[src/rtl/uart_comm.sv]
// uart_comm: host-side 8N1 UART endpoint for the oscilloscope digital core.
// Receives bytes on RX and packs each group of three into a 24-bit command
// (first byte in [23:16]). Transmits single response bytes on TX.
// Ports:
//   clk, rst             system clock, synchronous active-high reset
//   RX / TX              serial line from / to the host (RX is asynchronous)
//   cmd, cmd_rdy         assembled command, held valid until clr_cmd_rdy
//   clr_cmd_rdy          consumer acknowledge
//   resp_data, send_resp response byte and its one-cycle send strobe
//   resp_sent, tx_busy   end-of-stop-bit pulse, transmitter-active flag
//   frm_err, ovr_err     bad-stop-bit pulse, byte-dropped-while-full pulse
module uart_comm #(
  parameter int unsigned BAUD_DIV     = 868,
  parameter int unsigned TIMEOUT_BITS = 20
) (
  input  logic        clk,
  input  logic        rst,
  input  logic        RX,
  output logic        TX,
  output logic [23:0] cmd,
  output logic        cmd_rdy,
  input  logic        clr_cmd_rdy,
  input  logic [7:0]  resp_data,
  input  logic        send_resp,
  output logic        resp_sent,
  output logic        tx_busy,
  output logic        frm_err,
  output logic        ovr_err
);

  localparam int unsigned BW     = $clog2(BAUD_DIV + 1);
  localparam int unsigned TO_CYC = TIMEOUT_BITS * BAUD_DIV;
  localparam int unsigned TW     = $clog2(TO_CYC + 1);

  localparam logic [BW-1:0] BAUD_LAST = BW'(BAUD_DIV - 1);
  localparam logic [BW-1:0] HALF_LAST = BW'(BAUD_DIV / 2 - 1);
  localparam logic [TW-1:0] TO_LAST   = TW'(TO_CYC - 1);

  typedef enum logic [1:0] {S_IDLE, S_START, S_DATA, S_STOP} state_t;

  // ---------------------------------------------------------------- RX sync
  logic       r_rx_meta, r_rx_sync, r_rx_prev;
  logic [1:0] r_rx_arm;
  logic       w_rx_fall;

  // The edge detector is held off until the synchroniser carries real line
  // data, so a line held low through reset never looks like a start edge.
  always_ff @(posedge clk) begin
    if (rst) begin
      r_rx_meta <= 1'b1;
      r_rx_sync <= 1'b1;
      r_rx_prev <= 1'b0;
      r_rx_arm  <= 2'b00;
    end else begin
      r_rx_meta <= RX;
      r_rx_sync <= r_rx_meta;
      r_rx_arm  <= {r_rx_arm[0], 1'b1};
      r_rx_prev <= r_rx_arm[1] ? r_rx_sync : 1'b0;
    end
  end

  assign w_rx_fall = r_rx_prev & ~r_rx_sync;

  // ---------------------------------------------------------------- RX FSM
  state_t          r_rx_state, w_rx_nxt;
  logic [BW-1:0]   r_rx_cnt;
  logic [2:0]      r_rx_bit;
  logic [7:0]      r_rx_shift;
  logic            w_rx_cnt_clr, w_rx_sample, w_rx_stop_ok, w_rx_stop_bad;

  always_ff @(posedge clk) begin
    if (rst) r_rx_state <= S_IDLE;
    else     r_rx_state <= w_rx_nxt;
  end

  always_comb begin
    w_rx_nxt      = r_rx_state;
    w_rx_cnt_clr  = 1'b0;
    w_rx_sample   = 1'b0;
    w_rx_stop_ok  = 1'b0;
    w_rx_stop_bad = 1'b0;
    case (r_rx_state)
      S_IDLE: begin
        if (w_rx_fall) begin
          w_rx_nxt     = S_START;
          w_rx_cnt_clr = 1'b1;
        end
      end
      S_START: begin
        // Mid start bit: a high line here means the edge was a glitch.
        if (r_rx_cnt == HALF_LAST) begin
          w_rx_cnt_clr = 1'b1;
          w_rx_nxt     = r_rx_sync ? S_IDLE : S_DATA;
        end
      end
      S_DATA: begin
        if (r_rx_cnt == BAUD_LAST) begin
          w_rx_cnt_clr = 1'b1;
          w_rx_sample  = 1'b1;
          if (r_rx_bit == 3'd7) w_rx_nxt = S_STOP;
        end
      end
      S_STOP: begin
        if (r_rx_cnt == BAUD_LAST) begin
          w_rx_cnt_clr  = 1'b1;
          w_rx_nxt      = S_IDLE;
          w_rx_stop_ok  = r_rx_sync;
          w_rx_stop_bad = ~r_rx_sync;
        end
      end
      default: w_rx_nxt = S_IDLE;
    endcase
  end

  // RX bit timing and LSB-first shift register
  always_ff @(posedge clk) begin
    if (rst) begin
      r_rx_cnt   <= '0;
      r_rx_bit   <= '0;
      r_rx_shift <= '0;
    end else begin
      if (w_rx_cnt_clr || r_rx_state == S_IDLE) r_rx_cnt <= '0;
      else                                      r_rx_cnt <= r_rx_cnt + BW'(1);
      if (r_rx_state == S_START) r_rx_bit <= '0;
      if (w_rx_sample) begin
        r_rx_shift <= {r_rx_sync, r_rx_shift[7:1]};
        r_rx_bit   <= r_rx_bit + 3'd1;
      end
    end
  end

  // ------------------------------------------------------ command assembly
  logic [23:0]   r_cmd;
  logic          r_cmd_rdy, r_frm_err, r_ovr_err;
  logic [1:0]    r_idx;
  logic [TW-1:0] r_to_cnt;

  always_ff @(posedge clk) begin
    if (rst) begin
      r_cmd     <= '0;
      r_cmd_rdy <= 1'b0;
      r_frm_err <= 1'b0;
      r_ovr_err <= 1'b0;
      r_idx     <= '0;
      r_to_cnt  <= '0;
    end else begin
      r_frm_err <= w_rx_stop_bad;
      r_ovr_err <= w_rx_stop_ok & r_cmd_rdy;
      if (clr_cmd_rdy) r_cmd_rdy <= 1'b0;
      // Placed after the clear so completion of a command wins over it.
      if (w_rx_stop_ok && !r_cmd_rdy) begin
        case (r_idx)
          2'd0:    r_cmd[23:16] <= r_rx_shift;
          2'd1:    r_cmd[15:8]  <= r_rx_shift;
          default: r_cmd[7:0]   <= r_rx_shift;
        endcase
        if (r_idx == 2'd2) begin
          r_cmd_rdy <= 1'b1;
          r_idx     <= '0;
        end else begin
          r_idx <= r_idx + 2'd1;
        end
      end
      // Idle timeout only runs in RX IDLE, so it never collides with delivery.
      if (r_rx_state != S_IDLE || r_idx == 2'd0 || w_rx_fall) begin
        r_to_cnt <= '0;
      end else if (r_to_cnt == TO_LAST) begin
        r_to_cnt <= '0;
        r_idx    <= '0;
      end else begin
        r_to_cnt <= r_to_cnt + TW'(1);
      end
    end
  end

  // ---------------------------------------------------------------- TX FSM
  state_t        r_tx_state, w_tx_nxt;
  logic [BW-1:0] r_tx_cnt;
  logic [2:0]    r_tx_bit;
  logic [7:0]    r_tx_shift;
  logic          r_tx, r_tx_busy, r_resp_sent;
  logic          w_tx_accept, w_tx_bit_end, w_tx_done;

  always_ff @(posedge clk) begin
    if (rst) r_tx_state <= S_IDLE;
    else     r_tx_state <= w_tx_nxt;
  end

  always_comb begin
    w_tx_nxt     = r_tx_state;
    w_tx_accept  = 1'b0;
    w_tx_done    = 1'b0;
    w_tx_bit_end = (r_tx_cnt == BAUD_LAST);
    case (r_tx_state)
      S_IDLE: begin
        if (send_resp) begin
          w_tx_accept = 1'b1;
          w_tx_nxt    = S_START;
        end
      end
      S_START: if (w_tx_bit_end) w_tx_nxt = S_DATA;
      S_DATA:  if (w_tx_bit_end && r_tx_bit == 3'd7) w_tx_nxt = S_STOP;
      S_STOP: begin
        if (w_tx_bit_end) begin
          w_tx_nxt  = S_IDLE;
          w_tx_done = 1'b1;
        end
      end
      default: w_tx_nxt = S_IDLE;
    endcase
  end

  // TX line, shift register and status; busy spans the resp_sent cycle too
  always_ff @(posedge clk) begin
    if (rst) begin
      r_tx        <= 1'b1;
      r_tx_cnt    <= '0;
      r_tx_bit    <= '0;
      r_tx_shift  <= '0;
      r_tx_busy   <= 1'b0;
      r_resp_sent <= 1'b0;
    end else begin
      r_resp_sent <= w_tx_done;
      r_tx_busy   <= w_tx_accept | w_tx_done | (w_tx_nxt != S_IDLE);
      if (w_tx_accept || w_tx_bit_end || r_tx_state == S_IDLE) r_tx_cnt <= '0;
      else                                                     r_tx_cnt <= r_tx_cnt + BW'(1);
      if (w_tx_accept) begin
        r_tx_shift <= resp_data;
        r_tx       <= 1'b0;
        r_tx_bit   <= '0;
      end else if (w_tx_bit_end) begin
        case (r_tx_state)
          S_START: begin
            r_tx       <= r_tx_shift[0];
            r_tx_shift <= {1'b0, r_tx_shift[7:1]};
          end
          S_DATA: begin
            if (r_tx_bit == 3'd7) begin
              r_tx <= 1'b1;
            end else begin
              r_tx       <= r_tx_shift[0];
              r_tx_shift <= {1'b0, r_tx_shift[7:1]};
              r_tx_bit   <= r_tx_bit + 3'd1;
            end
          end
          default: r_tx <= 1'b1;
        endcase
      end
    end
  end

  assign TX        = r_tx;
  assign cmd       = r_cmd;
  assign cmd_rdy   = r_cmd_rdy;
  assign resp_sent = r_resp_sent;
  assign tx_busy   = r_tx_busy;
  assign frm_err   = r_frm_err;
  assign ovr_err   = r_ovr_err;

endmodule

[config.mk]
export PLATFORM = sky130hd
export DESIGN_NAME = uart_comm
export DESIGN_NICKNAME = d
export VERILOG_FILES = /design/src/rtl/uart_comm.sv
export SDC_FILE = /design/constraint.sdc
export NUM_CORES = 1
export LEC_CHECK = 0
export ABC_AREA = 0
export CAP_MARGIN = 30
export CORE_AREA = 2 2 84 106
export CTS_BUF_LIST = sky130_fd_sc_hd__clkbuf_8
export DETAILED_ROUTE_END_ITERATION = 7
export DIE_AREA = 0 0 86 108
export PLACE_DENSITY_LB_ADDON = 0.1
export SYNTH_ARGS = -nofsm -noshare
export SYNTH_HDL_FRONTEND = slang
export SYNTH_SLANG_ARGS = --single-unit
export TNS_END_PERCENT = 30
[constraint.sdc]
create_clock -name clk -period 2.05 [get_ports clk]
set_input_delay 0.41 -clock clk [delete_from_list [all_inputs] [get_ports clk]]
set_output_delay 0.41 -clock clk [all_outputs]
set_load 0.1 [all_outputs]
==> flow_summary.ini <==
[synthesis]
synth-seq-area-share = 0.4548
synth_area_leader_cell = dfxtp_1
ys_top_cells_by_area = dfxtp_1 45%, mux2i_1 4.4%, nor2_1 4.1%, ha_1 3.8%, a21oi_1 3.7%
syn_area_per_cell_um2 = 9.102
synth_common_cells = 98 x dfxtp_1, 47 x nor2_1, 32 x a21oi_1
synth-warning-count = 0
synth_top_family_by_area = simple AND/OR/NAND/NOR gates
ys_seq_elements = 98
netlist_instances = 474
synthSimpleGateAreaFrac = 0.2436
synth.top_cell.area_share = 0.4548
synth_mux_area_frac = 0.04930
synth_fp_nets = 500
async_flop_share = 0
synth_compound_area_frac = 0.1233
ys.flop_type = dfxtp_1
yosysMostFrequentCell = dfxtp_1
syn_area_um2 = 4314
yosys.area_share.xor_xnor = 0.05684
synthAdderAreaFrac = 0.03770
synthDistinctLibCells = 53
synth_edf_count = 0

[power]
p_leak_nw = 1.890
p_per_area_nw_per_um2 = 817.0
worst_ir_drop_vdd_v = 0.0008775
report.power.total_mw = 4.208

[die]
start_util = 0.5265
die_area_um2 = 9288
rows = 37
die_h_um = 108
io_pins = 43
coreArea_um2 = 8194
die_width_um = 86

[critical_path]
cp_slowest_cell = or3b_4
rrSetupSlack_ps = 140
cp_slowest_stage_delay_ps = 460
ff2ff_path_depth = 6
cp-start-kind = flip-flop
cp_cell_sequence = ha_2 > or3b_4 > nor4_4 > buf_12 > mux2i_1 > nor2_1
path_class = reg2reg
r2r-end = r_rx_shift[7]
worstPathArrival_ps = 2140
required_ps = 2280
cp-end-kind = flip-flop
reg2reg_from = r_rx_cnt[0]
cp_top_family = simple AND/OR/NAND/NOR gates
critPathMaxFanout = 8
path_buf_inv = 1

[global_routing]
grt_max_degree = 40
met2_usage = 0.3666
grt_busiest_layer = met2
grt_pass1_wl_mm = 15.66
grtUsageTotal = 0.2078
overflow = 0
grt_util_met1 = 0.2434
grt_pass1_vias = 3486
antenna_found_initial = 0
grtUsageMet3 = 0.04046

[sta]
finClkSkew_ps = 8.233
grt_setup_unrepaired = false
setup_viol = 0
relSlewSlack = 0.5047
slew_viol_final = 0
min_period_ps = 1911
tightest_slew_ps = 738.0
period_share = 0.9320
max_freq_ghz = 0.5234
setup_tns_ps = 0
finalHoldViolCount = 0

[hold_path]
holdCritStartpoint = rst
min_path_cells = 2
hold_end = r_rx_arm[1]
holdCritPathClass = in2reg

[detailed_routing]
route.detailed.drc = 0
ant_nets = 0
drt_pass1_iterations = 5
via_count = 3570
via_per_inst = 5.658
wl_per_cell_um = 14.56
drtIter0Drc = 157
drt_wl_total_mm = 9.190

[finish]
fin_nets = 555
final_util = 0.6286
nFillCells = 696
diodes = 0
drive_above_1_share = 0.1685
syn_to_final_growth_pct = 19.40

[place]
place.gp.congestion = 0.8628
numPortBuffers = 42
dpl.hpwl_mm = 6.595

[clock_tree]
cts.sink_count = 98
root_buffer = clkbuf_8
cts_setup_buffers = 0
cts.htree.levels = 3
postCtsHoldBufs = 0
numCtsBuffers = 9
cts.clk_slew.worst_paths_ps = 90
cts_tree = done
clockBufferDepth = 2
clk_latency_ps = 360

[status]
status = finished, final reports clean

[flow_run]
max_cap_viol_count = 0
==> where the power goes <==
group	internal [mW]	switching, mW	leakage [nW]
logic	0.306	0.538	0.987
registers	2.01	0.0704	0.794
clock network	0.637	0.651	0.110
total	2.95	1.26	1.89
==> through the flow <==
step / hold WS, ps / instance area [um2] / setup WS, ps / instances
3_5_place_dp: 398.3 / 4905 / 73.18 / 614
3_3_place_gp: 396.0 / 4905 / 148.9 / 614
5_1_grt: 409.8 / 5151 / 13.20 / 631
4_1_cts: 372.9 / 5117 / 49.43 / 630
6_report: 393.2 / 5151 / 139.3 / 631
2_1_floorplan: 389.5 / 4319 / 74.28 / 474
==> what timing repair did <==
action                     in CTS  in global routing
gates resized for setup         0                  8
setup endpoints to repair       0                 16
hold endpoints to repair        0                  0
==> cell type report <==
class,instances,area [um2],area share
clock inverters,5,61.31,0.01190
inverters,11,41.29,0.008016
clock buffers,11,151.4,0.02939
flip-flops and latches,98,1963,0.3811
repair buffers,68,576.8,0.1120
well taps,97,121.4,0.02356
multi-input cells,341,2236,0.4341
==> worst max path at each step <==
stage,start,endpoint,cells past startpoint
2_1_floorplan,cmd_rdy,cmd[15],5
5_1_grt,r_rx_cnt[1],cmd[20],6
4_1_cts,r_rx_cnt[1],r_rx_bit[1],5
3_5_place_dp,r_rx_cnt[1],r_rx_bit[1],5
3_3_place_gp,r_rx_cnt[1],cmd[6],6
6_report,r_rx_cnt[0],r_rx_shift[7],6
==> routing by layer <==
| layer | vias up | share of wire |
|---|---|---|
| li1 | 1809 | - |
| met1 | 1690 | 0.44 |
| met2 | 55 | 0.51 |
| met3 | 16 | 0.033 |
| met4 | 0 | 0.020 |
| met5 | - | 0 |
==> kinds of logic after synthesis <==
| group | after synthesis |
|---|---|
| fa+ha+maj | 13 |
| flops | 98 |
| mux | 21 |
| compound gates | 87 |
| xor+xnor | 28 |
| simple gates | 192 |
| buf+inv | 35 |
==> sequential cells by signal, summed over array words and instances (netlist names), 3 cells and up, named ones only <==
signal	flops
cmd	24
r_rx_bit	3
r_rx_cnt	10
r_rx_shift	8
r_to_cnt	15
r_tx_bit	3
r_tx_cnt	10
r_tx_shift	8
==> layout by cell type (no fill, tap or decap), types with 2 or more instances in the layout <==
cell and instances:
and4_1 6, nand2_1 28, a311oi_1 7, nor4bb_1 2, nor2_1 47, xnor2_1 10
o21ai_1 2, nor3b_1 3, nand3b_1 2, ha_1 12, nor3_1 18, dfxtp_1 97
nand4b_1 2, clkbuf_8 11, clkinv_4 2, buf_4 52, or3_1 7, clkdlybuf4s50_1 11
buf_12 3, or3b_2 2, a211oi_1 9, nand3_1 30, nor2b_1 3, mux2i_1 19
inv_1 11, nor4_4 3, nand2b_1 7, and3_1 6, nand4_1 12, or2_2 3
o21ai_0 22, a21oi_1 32, xor2_1 18, nor4_1 2, o21a_1 5, mux2_2 2
Power figures use the tool's default switching activity.
